--- src/rtl/cpu_control_unit.sv ---
// Multi-cycle fetch/decode/execute sequencer for the 16-bit CPU, driving the 8x16 register file.
// Accumulator A is register 0; results are written back one cycle after the operand read.
module cpu_control_unit #(
    parameter logic [15:0] PC_RESET      = 16'h0000,
    parameter int unsigned FETCH_TIMEOUT = 255
) (
    input  logic        clk,
    input  logic        rst_n,
    output logic        instr_req,
    output logic [15:0] instr_addr,
    input  logic        instr_valid,
    input  logic [15:0] instr_data,
    output logic [2:0]  reg_sel_out,
    output logic        reg_oe,
    input  logic [15:0] reg_rdata,
    input  logic [15:0] acc_in,
    output logic [2:0]  reg_sel_in,
    output logic        reg_we,
    output logic [15:0] reg_wdata,
    output logic        flag_z,
    output logic        flag_c,
    output logic        halted,
    output logic        fault,
    output logic [2:0]  dbg_state
);

    // Fetch handshake: instr_req is high for every FETCH cycle; a cycle with
    // instr_req=1 and instr_valid=1 accepts instr_data at the rising edge.
    typedef enum logic [2:0] {
        S_RESET  = 3'd0,
        S_FETCH  = 3'd1,
        S_DECODE = 3'd2,
        S_READ   = 3'd3,
        S_WRITE  = 3'd4,
        S_HALT   = 3'd5
    } state_t;

    localparam logic [7:0] TO_LAST = 8'(FETCH_TIMEOUT - 1);

    state_t      r_state;
    state_t      w_next;
    logic [15:0] r_pc;
    logic [15:0] r_ir;
    logic [15:0] r_wdata;
    logic [2:0]  r_sel_out;
    logic [2:0]  r_sel_in;
    logic        r_z;
    logic        r_c;
    logic        r_fault;
    logic [7:0]  r_tcnt;

    logic [3:0]  w_op;
    logic [2:0]  w_rd;
    logic [2:0]  w_rs;
    logic [7:0]  w_imm;
    logic [16:0] w_sum;
    logic [15:0] w_res;
    logic        w_c;

    assign w_op  = r_ir[15:12];
    assign w_rd  = r_ir[11:9];
    assign w_rs  = r_ir[8:6];
    assign w_imm = r_ir[7:0];

    // SUB runs as A + ~rs + 1 so the carry out reads as "no borrow".
    always_comb begin
        w_sum = 17'd0;
        w_res = 16'd0;
        w_c   = 1'b0;
        case (w_op)
            4'h2: w_res = reg_rdata;
            4'h3: begin
                w_sum = {1'b0, acc_in} + {1'b0, reg_rdata};
                w_res = w_sum[15:0];
                w_c   = w_sum[16];
            end
            4'h4: begin
                w_sum = {1'b0, acc_in} + {1'b0, ~reg_rdata} + 17'd1;
                w_res = w_sum[15:0];
                w_c   = w_sum[16];
            end
            4'h5: w_res = acc_in & reg_rdata;
            4'h6: w_res = acc_in | reg_rdata;
            4'h7: w_res = acc_in ^ reg_rdata;
            default: w_res = reg_rdata;
        endcase
    end

    always_comb begin
        w_next = r_state;
        case (r_state)
            S_RESET: w_next = S_FETCH;
            S_FETCH: begin
                if (instr_valid)
                    w_next = S_DECODE;
                else if (r_tcnt == TO_LAST)
                    w_next = S_HALT;
            end
            S_DECODE: begin
                case (w_op)
                    4'h1:                                    w_next = S_WRITE;
                    4'h2, 4'h3, 4'h4, 4'h5, 4'h6, 4'h7:      w_next = S_READ;
                    4'hF:                                    w_next = S_HALT;
                    default:                                 w_next = S_FETCH;
                endcase
            end
            S_READ:  w_next = S_WRITE;
            S_WRITE: w_next = S_FETCH;
            S_HALT:  w_next = S_HALT;
            default: w_next = S_RESET;
        endcase
    end

    always_ff @(posedge clk or negedge rst_n) begin
        if (!rst_n) begin
            r_state   <= S_RESET;
            r_pc      <= PC_RESET;
            r_ir      <= 16'd0;
            r_wdata   <= 16'd0;
            r_sel_out <= 3'd0;
            r_sel_in  <= 3'd0;
            r_z       <= 1'b0;
            r_c       <= 1'b0;
            r_fault   <= 1'b0;
            r_tcnt    <= 8'd0;
        end else begin
            r_state <= w_next;
            case (r_state)
                S_FETCH: begin
                    if (instr_valid) begin
                        r_ir   <= instr_data;
                        r_pc   <= r_pc + 16'd1;
                        r_tcnt <= 8'd0;
                    end else if (r_tcnt == TO_LAST) begin
                        r_fault <= 1'b1;
                        r_tcnt  <= 8'd0;
                    end else begin
                        r_tcnt <= r_tcnt + 8'd1;
                    end
                end
                S_DECODE: begin
                    // Jump targets replace the already-incremented pc.
                    case (w_op)
                        4'h1: begin
                            r_sel_in <= w_rd;
                            r_wdata  <= {8'h00, w_imm};
                        end
                        4'h2, 4'h3, 4'h4, 4'h5, 4'h6, 4'h7: r_sel_out <= w_rs;
                        4'h8: r_pc <= {8'h00, w_imm};
                        4'h9: if (r_z) r_pc <= {8'h00, w_imm};
                        default: ;
                    endcase
                end
                S_READ: begin
                    r_sel_in <= w_rd;
                    r_wdata  <= w_res;
                    r_z      <= (w_res == 16'd0);
                    r_c      <= w_c;
                end
                default: ;
            endcase
        end
    end

    assign instr_req   = (r_state == S_FETCH);
    assign instr_addr  = r_pc;
    assign reg_sel_out = r_sel_out;
    assign reg_oe      = (r_state == S_READ);
    assign reg_sel_in  = r_sel_in;
    assign reg_we      = (r_state == S_WRITE);
    assign reg_wdata   = r_wdata;
    assign flag_z      = r_z;
    assign flag_c      = r_c;
    assign halted      = (r_state == S_HALT);
    assign fault       = r_fault;
    assign dbg_state   = r_state;

endmodule

--- config.mk ---
export PLATFORM = sky130hd
export DESIGN_NAME = cpu_control_unit
export DESIGN_NICKNAME = d
export VERILOG_FILES = /design/src/rtl/cpu_control_unit.sv
export SDC_FILE = /design/constraint.sdc
export NUM_CORES = 1
export LEC_CHECK = 0
export ABC_CLOCK_PERIOD_IN_PS = 6820
export CAP_MARGIN = 10
export CORE_ASPECT_RATIO = 1.1
export CORE_MARGIN = 8
export CORE_UTILIZATION = 40
export CTS_BUF_LIST = sky130_fd_sc_hd__clkbuf_2
export CTS_CLUSTER_SIZE = 16
export DETAILED_ROUTE_END_ITERATION = 12
export GPL_TIMING_DRIVEN = 0
export SETUP_SLACK_MARGIN = 0.05
export SLEW_MARGIN = 10
export SYNTH_ARGS = -nofsm -noshare
export SYNTH_HDL_FRONTEND = slang
export SYNTH_SLANG_ARGS = --single-unit
--- constraint.sdc ---
create_clock -name clk -period 6.82 [get_ports clk]
set_clock_uncertainty 0.1 [all_clocks]
set_input_delay 1.023 -clock clk [delete_from_list [all_inputs] [get_ports clk]]
set_output_delay 1.023 -clock clk [all_outputs]
set_load 0.03 [all_outputs]
======== Word level (Yosys, flattened, before mapping) ========
Memories as Yosys holds them, arrays and structs flattened.
Index checks and enable logic that the tools add are counted.
word-level totals
  input bits .............................. 51
  register bits ........................... 68
  output and inout bits ................... 48
  memories kept ........................... 1
  memory bits (read-only) ................. 48
operators by class
  bitwise operators ....................... 5
  mux-type cells .......................... 15
  $add $sub $neg .......................... 5
  eq/ne operators ......................... 20
  reduce and logical (&&, ||, !) cells .... 11
memory list
  memory           words  bits a word  rd ports  clocked after memory_dff  write ports  line  source
  (no name shown)  16     3            1         0                         0            100   case (w_op)
operators with widths
  kind                                                                    number
  16-bit case mux with 2 select lines                                     3
  16-bit case mux with 5 select lines                                     1
  16-bit 2-to-1 mux                                                       3
  16-bit by 16-bit adder with 17-bit output                               2
  17-bit by 1-bit adder with 17-bit output (second input constant)        1
  16-bit by 1-bit adder with 16-bit output (second input constant)        1
  16-bit AND                                                              1
  4-bit by 3-bit equality test with 1-bit output (second input constant)  4
  16-bit zero test                                                        1
  8-bit 2-to-1 mux                                                        2
  16-bit NOT                                                              1
  16-bit bitwise OR                                                       1
  16-bit XOR                                                              1
  3-bit case mux with 5 select lines                                      1
  3-bit 2-to-1 mux                                                        3
  8-bit by 1-bit adder with 8-bit output (second input constant)          1
  4-bit by 2-bit equality test with 1-bit output (second input constant)  2
  4-bit equality test (second input constant)                             2
  8-bit equality test (second input constant)                             1
  3-bit by 2-bit equality test with 1-bit output (second input constant)  2
  3-bit equality test (second input constant)                             2
  3-bit case mux with 2 select lines                                      1
  2-bit AND reduction                                                     3
  6-bit OR reduction                                                      1
  other kinds (13)                                                        15

======== Logic depth before layout (Yosys ltp) ========
Gate-level depths: netlist of run 1.
  depth after elaboration ................. 5
  gate-level depth with buffers ........... 13
  mapped depth without buffers ............ 13

======== Least setup slack after synthesis of run 1 ========
No wires, ideal clock.
  path kind ............................... input to register
  start ................................... input port acc_in[0]
  end ..................................... register r_c, in the netlist flag_c
  library setup time ...................... 0.159 ns
  buffers on the path ..................... 0
  cell stages on the path ................. 13
  arrival ................................. 3.375 ns
  data required time ...................... 6.561 ns
  path slack .............................. 3.186 ns
  cells stage by stage .................... inv_1 ha_1 inv_1 fa_1 nand2b_1 a211oi_1 o311ai_1 or4b_1 a221oi_1 nor2_1 o21ba_2 o21ai_0 a31oi_1
on the way
  cells in the longest elaborated chain, start to end .. 3
  elaborated cells on any way between the ends .. 4
  classes of those cells .................. add/sub: 3; mux: 1
ends and longest elaborated chain
  item                                       line  source
  start: declaration                         16    input logic [15:0] acc_in,
  16-bit by 16-bit adder with 17-bit output  78    w_sum = {1'b0, acc_in} + {1'b0, ~reg_rdata} + 17'd1;
  17-bit by 1-bit adder with 17-bit output   78
  1-bit case mux with 2 select lines *       70    case (w_op)
  end signal: assignment                     158   r_c <= w_c;
  end: declaration                           48    logic r_c;
Every way passes the cells marked *; elsewhere a longest branch is shown, timed or not.
A chain may end at the register's enable or synchronous reset.

======== Final worst setup path of run 1 ========
  start ................................... input port reg_rdata[0]
  end ..................................... register r_z, in the netlist flag_z
on the way
  cells in the longest elaborated chain, start to end .. 5
  elaborated cells on any way between the ends .. 9
  classes of those cells .................. add/sub: 3; mux: 1; bitwise: 4; reduce/logical: 1
ends and longest elaborated chain
  item                                       line  source
  start: declaration                         15    input logic [15:0] reg_rdata,
  16-bit NOT                                 78
  16-bit by 16-bit adder with 17-bit output  78
  17-bit by 1-bit adder with 17-bit output   78
  16-bit case mux with 5 select lines *      70
  16-bit zero test *                         157   r_z <= (w_res == 16'd0);
  end signal: assignment                     157
  end: declaration                           47    logic r_z;
Marked as above.

==> results of run 1 <==
registers in the layout, indices dropped and copies added, names as in the netlist:
| register | flops |
|---|---|
| instr_addr | 16 |
| r_ir | 16 |
| reg_wdata | 16 |
| r_tcnt | 8 |
| dbg_state | 3 |
| reg_sel_in | 3 |
| reg_sel_out | 3 |
| fault | 1 |
| flag_c | 1 |
| flag_z | 1 |
path summary, 6_finish.rpt:
kind                                               to  depth (start not counted)             startpoint  slack [ns]
hold / removal             instr_addr[12]$_DFFE_PN0P_                          1                  rst_n        0.22
min in group clk                r_tcnt[4]$_DFFE_PN0P_                          1  r_tcnt[4]$_DFFE_PN0P_        0.39
setup reg to reg                   flag_z$_DFFE_PN0P_                         11   r_ir[12]$_DFFE_PN0P_        3.07
hold reg to reg                 r_tcnt[4]$_DFFE_PN0P_                          1  r_tcnt[4]$_DFFE_PN0P_        0.39
max in group asynchronous       r_tcnt[7]$_DFFE_PN0P_                          2                  rst_n        5.86
setup / recovery                   flag_z$_DFFE_PN0P_                         13           reg_rdata[0]        2.49
routing by layer:
metal,GRT usage (%),vias to the layer above
li1,-,2897
met1,24.2,2944
met2,37.5,217
met3,4.35,36
met4,6.28,0
met5,0,-
report_power, final:
group / internal (mW) / switching, mW
combinational: 0.637 / 0.997
clock: 0.0825 / 0.147
sequential: 0.557 / 0.148
cell usage in the layout (no fill, tap or decap), drive strengths merged, types with 11 or more instances in the layout:
master         synthesis  layout
nor2                  63      63
nand2                 60      60
nand3                 26      26
nor2b                 13      13
a31oi                 12      12
a211oi                11      11
mux2                  24      24
clkdlybuf4s50          0      97
nand2b                14      14
dfrtp                 68      68
a21oi                 51      51
ha                    54      54
and3                  11      11
clkbuf                22      32
nor3                  27      27
o21ai                 55      55
inv                   50      50
buf                   26      28
metrics by stage:
stage                     worst slack, ns  power [mW]
after detailed placement             1.95        2.34
after CTS                            2.50        2.58
after global routing                 2.36        2.75
after global placement               1.96        2.32
final                                2.49        2.57
after floorplan                      3.19        1.71
logic make-up after synthesis:
group           after synthesis  synth area share (%)
xor+xnor                      9                  1.31
fa+ha+maj                    56                  11.9
buf+inv                      98                  6.76
simple gates                262                  21.9
flops                        68                  28.2
mux                          32                  5.81
compound gates              215                  24.2
worst max-delay path, stage by stage:
cell	delay (ns)
clkdlybuf4s50_1	0.57
ha_1	0.20
inv_1	0.05
fa_1	0.43
nand2b_1	0.13
a211oi_1	0.14
o311ai_1	0.52
or4b_1	0.52
a221oi_1	0.44
mux2i_1	0.13
a21oi_1	0.28
o2111ai_1	0.15
o21ai_0	0.09
final cells by class:
| class | instances | area (um2) |
|---|---|---|
| inverter | 50 | 188 |
| multi-input combinational | 574 | 3920 |
| clock inverter | 6 | 55.1 |
| tap | 196 | 245 |
| clock buffer | 10 | 50.0 |
| timing repair buffer | 99 | 1010 |
| fill | 1473 | 7490 |
| buffer | 48 | 220 |
| sequential | 68 | 1700 |
==> impl_metrics.ini, run 1 <==
[sta]
setup_viol = 0
rsz0062_at_grt = no
drv_slew = 0
worst_pin_slew_ns = 1.17
finalHoldViolCount = 0
clock.fmax_mhz = 231
fin_crit_ns = 4.33
setup_tns_ns = 0
slew_headroom_pct = 20.9
fin_crit_sh_pct = 63.5
fin_hold_ws_ns = 0.219

[logic_synthesis]
synth_top_cell_by_area = dfrtp_1
synth.most_common_cell = dfrtp_1
synth_cell_type_count = 77
seq_area_frac_synth_pct = 28.2
ys.flop_type = dfrtp_1
synth_common_cells = 68 x dfrtp_1, 63 x nor2_1, 60 x nand2_1
synth_edf_count = 0
ys_ff_latch = 68
synthArstFlopShare_pct = 100
synth_top_area_share_pct = 28.2
synth.avg_cell_area_um2 = 8.15
synth_area_leaders = dfrtp_1 28%, ha_1 11%, o21ai_0 4.6%, mux2_2 4.5%, a21oi_1 4.2%
syn_nets = 847
syn_area_um2 = 6030
netlist_instances = 740
yosys_warnings = 0

[cells_and_area]
finalNetCount = 957
layout-drive-gt1-share_pct = 9.01
final_area_um2 = 7390
antennaDiodeCount = 0
instances_no_fill = 1051
areaGrowthSynthToFinish_pct = 22.5
utilization_pct = 49.6

[placed_design]
dpl_cell_area_um2 = 7280
place_inst = 1035
hpwl_mm = 15.6
routabilityCongestion = 0.910
portBuffers = 98

[floorplan]
fp-row-count = 47
ios = 99
die_h_um = 145
core-area_um2 = 14900
initial_utilization_pct = 40.5
fp.dieW_um = 133
dieArea_um2 = 19300

[min_path]
hp-class = primary input to async pin

[route]
drt-initial-drc-count = 596
route.met2.wl_mm = 10.2
met1Wirelength_mm = 8.22
wl_met3_mm = 1.44
vias = 6094
highest_layer = met4
drt-total-wl_mm = 20.2
dr.pass1.iters = 6
wl_per_cell_um = 19.2
drcViolationCount = 0
detail-route-antenna-nets = 0
vias_per_cell = 5.80

[clock_tree]
htreeDepth = 3
clk_latency_ns = 0.53
cts_resized = 0
tritoncts.num_buffers = 9
path_clk_slew_ns = 0.18
cts_root_buffer = clkbuf_2
post_cts_buffers = 0
cts_hold_buf = 0
cts_tree = done
cts_max_path_buffers = 2
clock_sinks = 68

[setup_path]
crit_arrival_ns = 4.68
critPathLaunchType = primary input
cp.required_ns = 7.17
worstSetupEndpointType = flop
path_max_fanout = 4
critPathKind = primary input to flop

[global_routing]
grt_max_degree = 57
grt_first_pass_wirelength_mm = 32.2
overflow = 0
grt_pass1_vias = 6011
grt_antenna_before_repair = 0
groute.usage.overall_pct = 20.8

[run]
cap_violations = 0

[status]
status = completed

[pwr]
p_leak_nw = 3.20
vdd_drop_max_v = 0.000256
p_per_area_nw_per_um2 = 348
No activity file was read; power rests on OpenSTA's default activity.
==> inputs of run 2 (changes only) <==
- ABC_CLOCK_PERIOD_IN_PS: 6820 -> 3700
- PLACE_DENSITY: not set -> 0.65
- clock period: 6.82 -> 3.7 ns (I/O delays scaled with it)
==> impl_metrics.ini, run 2 (synthesized netlist as in run 1, its figures left out) <==
[cells_and_area]
layout-drive-gt1-share_pct = 10.2
final_cell_mix = 96 x clkdlybuf4s50_1, 68 x dfrtp_1, 63 x nor2_1, 60 x nand2_1
antennaDiodeCount = 0
finalNetCount = 958
n_fill_cell = 1457
areaGrowthSynthToFinish_pct = 23.5
ff_latch_area_um2 = 1700
final_common_cell = clkdlybuf4s50_1
multi_input_area_um2 = 3980

[sta]
worst_pin_slew_ns = 0.892
setup_viol = 0
clock.fmax_mhz = 275
slew_headroom_pct = 40.3
worst_slack_ns = 0.0698
fin_crit_ns = 3.63
rsz0062_at_grt = yes
drv_slew = 0
fin_hold_ws_ns = 0.391
fin_crit_sh_pct = 98.1
finalHoldViolCount = 0

[route]
drt-total-wl_mm = 19.2
dr.pass1.iters = 5
drcViolationCount = 0
vias = 5953
wl_per_cell_um = 18.3
drt-initial-drc-count = 529
detail-route-antenna-nets = 0
vias_per_cell = 5.67

[clock_tree]
htreeDepth = 3
path_clk_slew_ns = 0.19
clock_sinks = 68
clk_latency_ns = 0.49
tritoncts.num_buffers = 9
cts_tree = done
cts_root_buffer = clkbuf_2
cts_max_path_buffers = 2

[floorplan]
ios = 99
core-area_um2 = 14900
fp-row-count = 47
dieArea_um2 = 19300
fp.dieW_um = 133
die_h_um = 145
initial_utilization_pct = 40.5

[setup_path]
ff2ff_setup_slack_ns = 0.34
worst-path-buf-inv = 2
path_cells = clkdlybuf4s50_1 -> inv_1 -> ha_1 -> o21ba_2 -> or4_4 -> a31oi_4 -> nor3_1 -> nor4_2 -> nor4b_1 -> o2111a_1 -> o2111ai_1 -> o21ai_0
cp_slowest_cell = clkdlybuf4s50_1
worstSetupEndpointType = flop
cp.required_ns = 4.03
crit_arrival_ns = 3.96
cp_top_family = simple AND/OR/NAND/NOR gates
critPathKind = primary input to flop
max_stage_delay_ns = 0.55
critPathLaunchType = primary input
path_max_fanout = 5

[placed_design]
hpwl_mm = 14.7
portBuffers = 98
routabilityCongestion = 0.957
dpl_worst_slack_ns = -0.637

[global_routing]
grt_max_degree = 38
groute.usage.overall_pct = 19.8
grt_antenna_before_repair = 0
grt_pass1_vias = 5846
overflow = 0
grt_first_pass_wirelength_mm = 30.8

[pwr]
vdd_drop_max_v = 0.000702
p_leak_nw = 3.23
power_mw = 4.71
p_per_area_nw_per_um2 = 632

[run]
cap_violations = 0

[status]
status = completed

[min_path]
hp-class = flop to flop
-- run 2: power breakdown --
part | internal [mW] | switching, mW | leakage [nW]
logic | 1.18 | 1.84 | 2.32
registers | 1.03 | 0.263 | 0.840
clock network | 0.147 | 0.247 | 0.0627
total | 2.36 | 2.35 | 3.23
-- run 2: area by class of cell --
type | instances | share of cell area [%]
tap | 196 | 3.29
inverter | 50 | 2.52
timing repair buffer | 101 | 13.7
sequential | 68 | 22.9
clock buffer | 10 | 0.672
multi-input combinational | 574 | 53.5
buffer | 47 | 2.94
clock inverter | 4 | 0.571
-- run 2: stage by stage --
stage | TNS (ns) | cell area (um2) | utilization, % | instances
2_1_floorplan | 0 | 6030 | - | 740
3_3_place_gp | -27.72 | 7260 | 48.8 | 1034
3_5_place_dp | -2.35 | 7270 | 48.9 | 1035
4_1_cts | 0 | 7390 | 49.7 | 1050
5_1_grt | 0 | 7440 | 50.0 | 1050
6_report | 0 | 7440 | 50.0 | 1050
-- run 2: repair_timing --
item	4_1_cts	5_1_grt
hold buffers	1	0
buffers inserted	0	1
cloned	0	0
gates resized for setup	2	15
hold endpoints to repair	31	0
endpoints found under the setup margin	3	3
pin swaps	0	2
-- run 2: final timing paths --
| kind | startpoint | end | depth (start not counted) |
|---|---|---|---|
| min in group asynchronous | rst_n | instr_addr[1]$_DFFE_PN0P_ | 2 |
| max in group asynchronous | rst_n | r_ir[9]$_DFFE_PN0P_ | 3 |
| worst max register to register | r_ir[13]$_DFFE_PN0P_ | flag_z$_DFFE_PN0P_ | 10 |
| worst min register to register | fault$_DFFE_PN0P_ | fault$_DFFE_PN0P_ | 1 |
| worst min-delay path | fault$_DFFE_PN0P_ | fault$_DFFE_PN0P_ | 1 |
| worst max-delay path | reg_rdata[1] | flag_z$_DFFE_PN0P_ | 12 |
-- run 2: routing by layer --
metal | up-vias | part of all wire, % | wire length (um) | global-route usage (%)
li1 | 2888 | - | - | -
met1 | 2808 | 43 | 8230 | 23.9
met2 | 222 | 47 | 9050 | 33.4
met3 | 35 | 7.4 | 1430 | 4.87
met4 | 0 | 2.6 | 498 | 7.60
met5 | - | 0 | 0 | 0
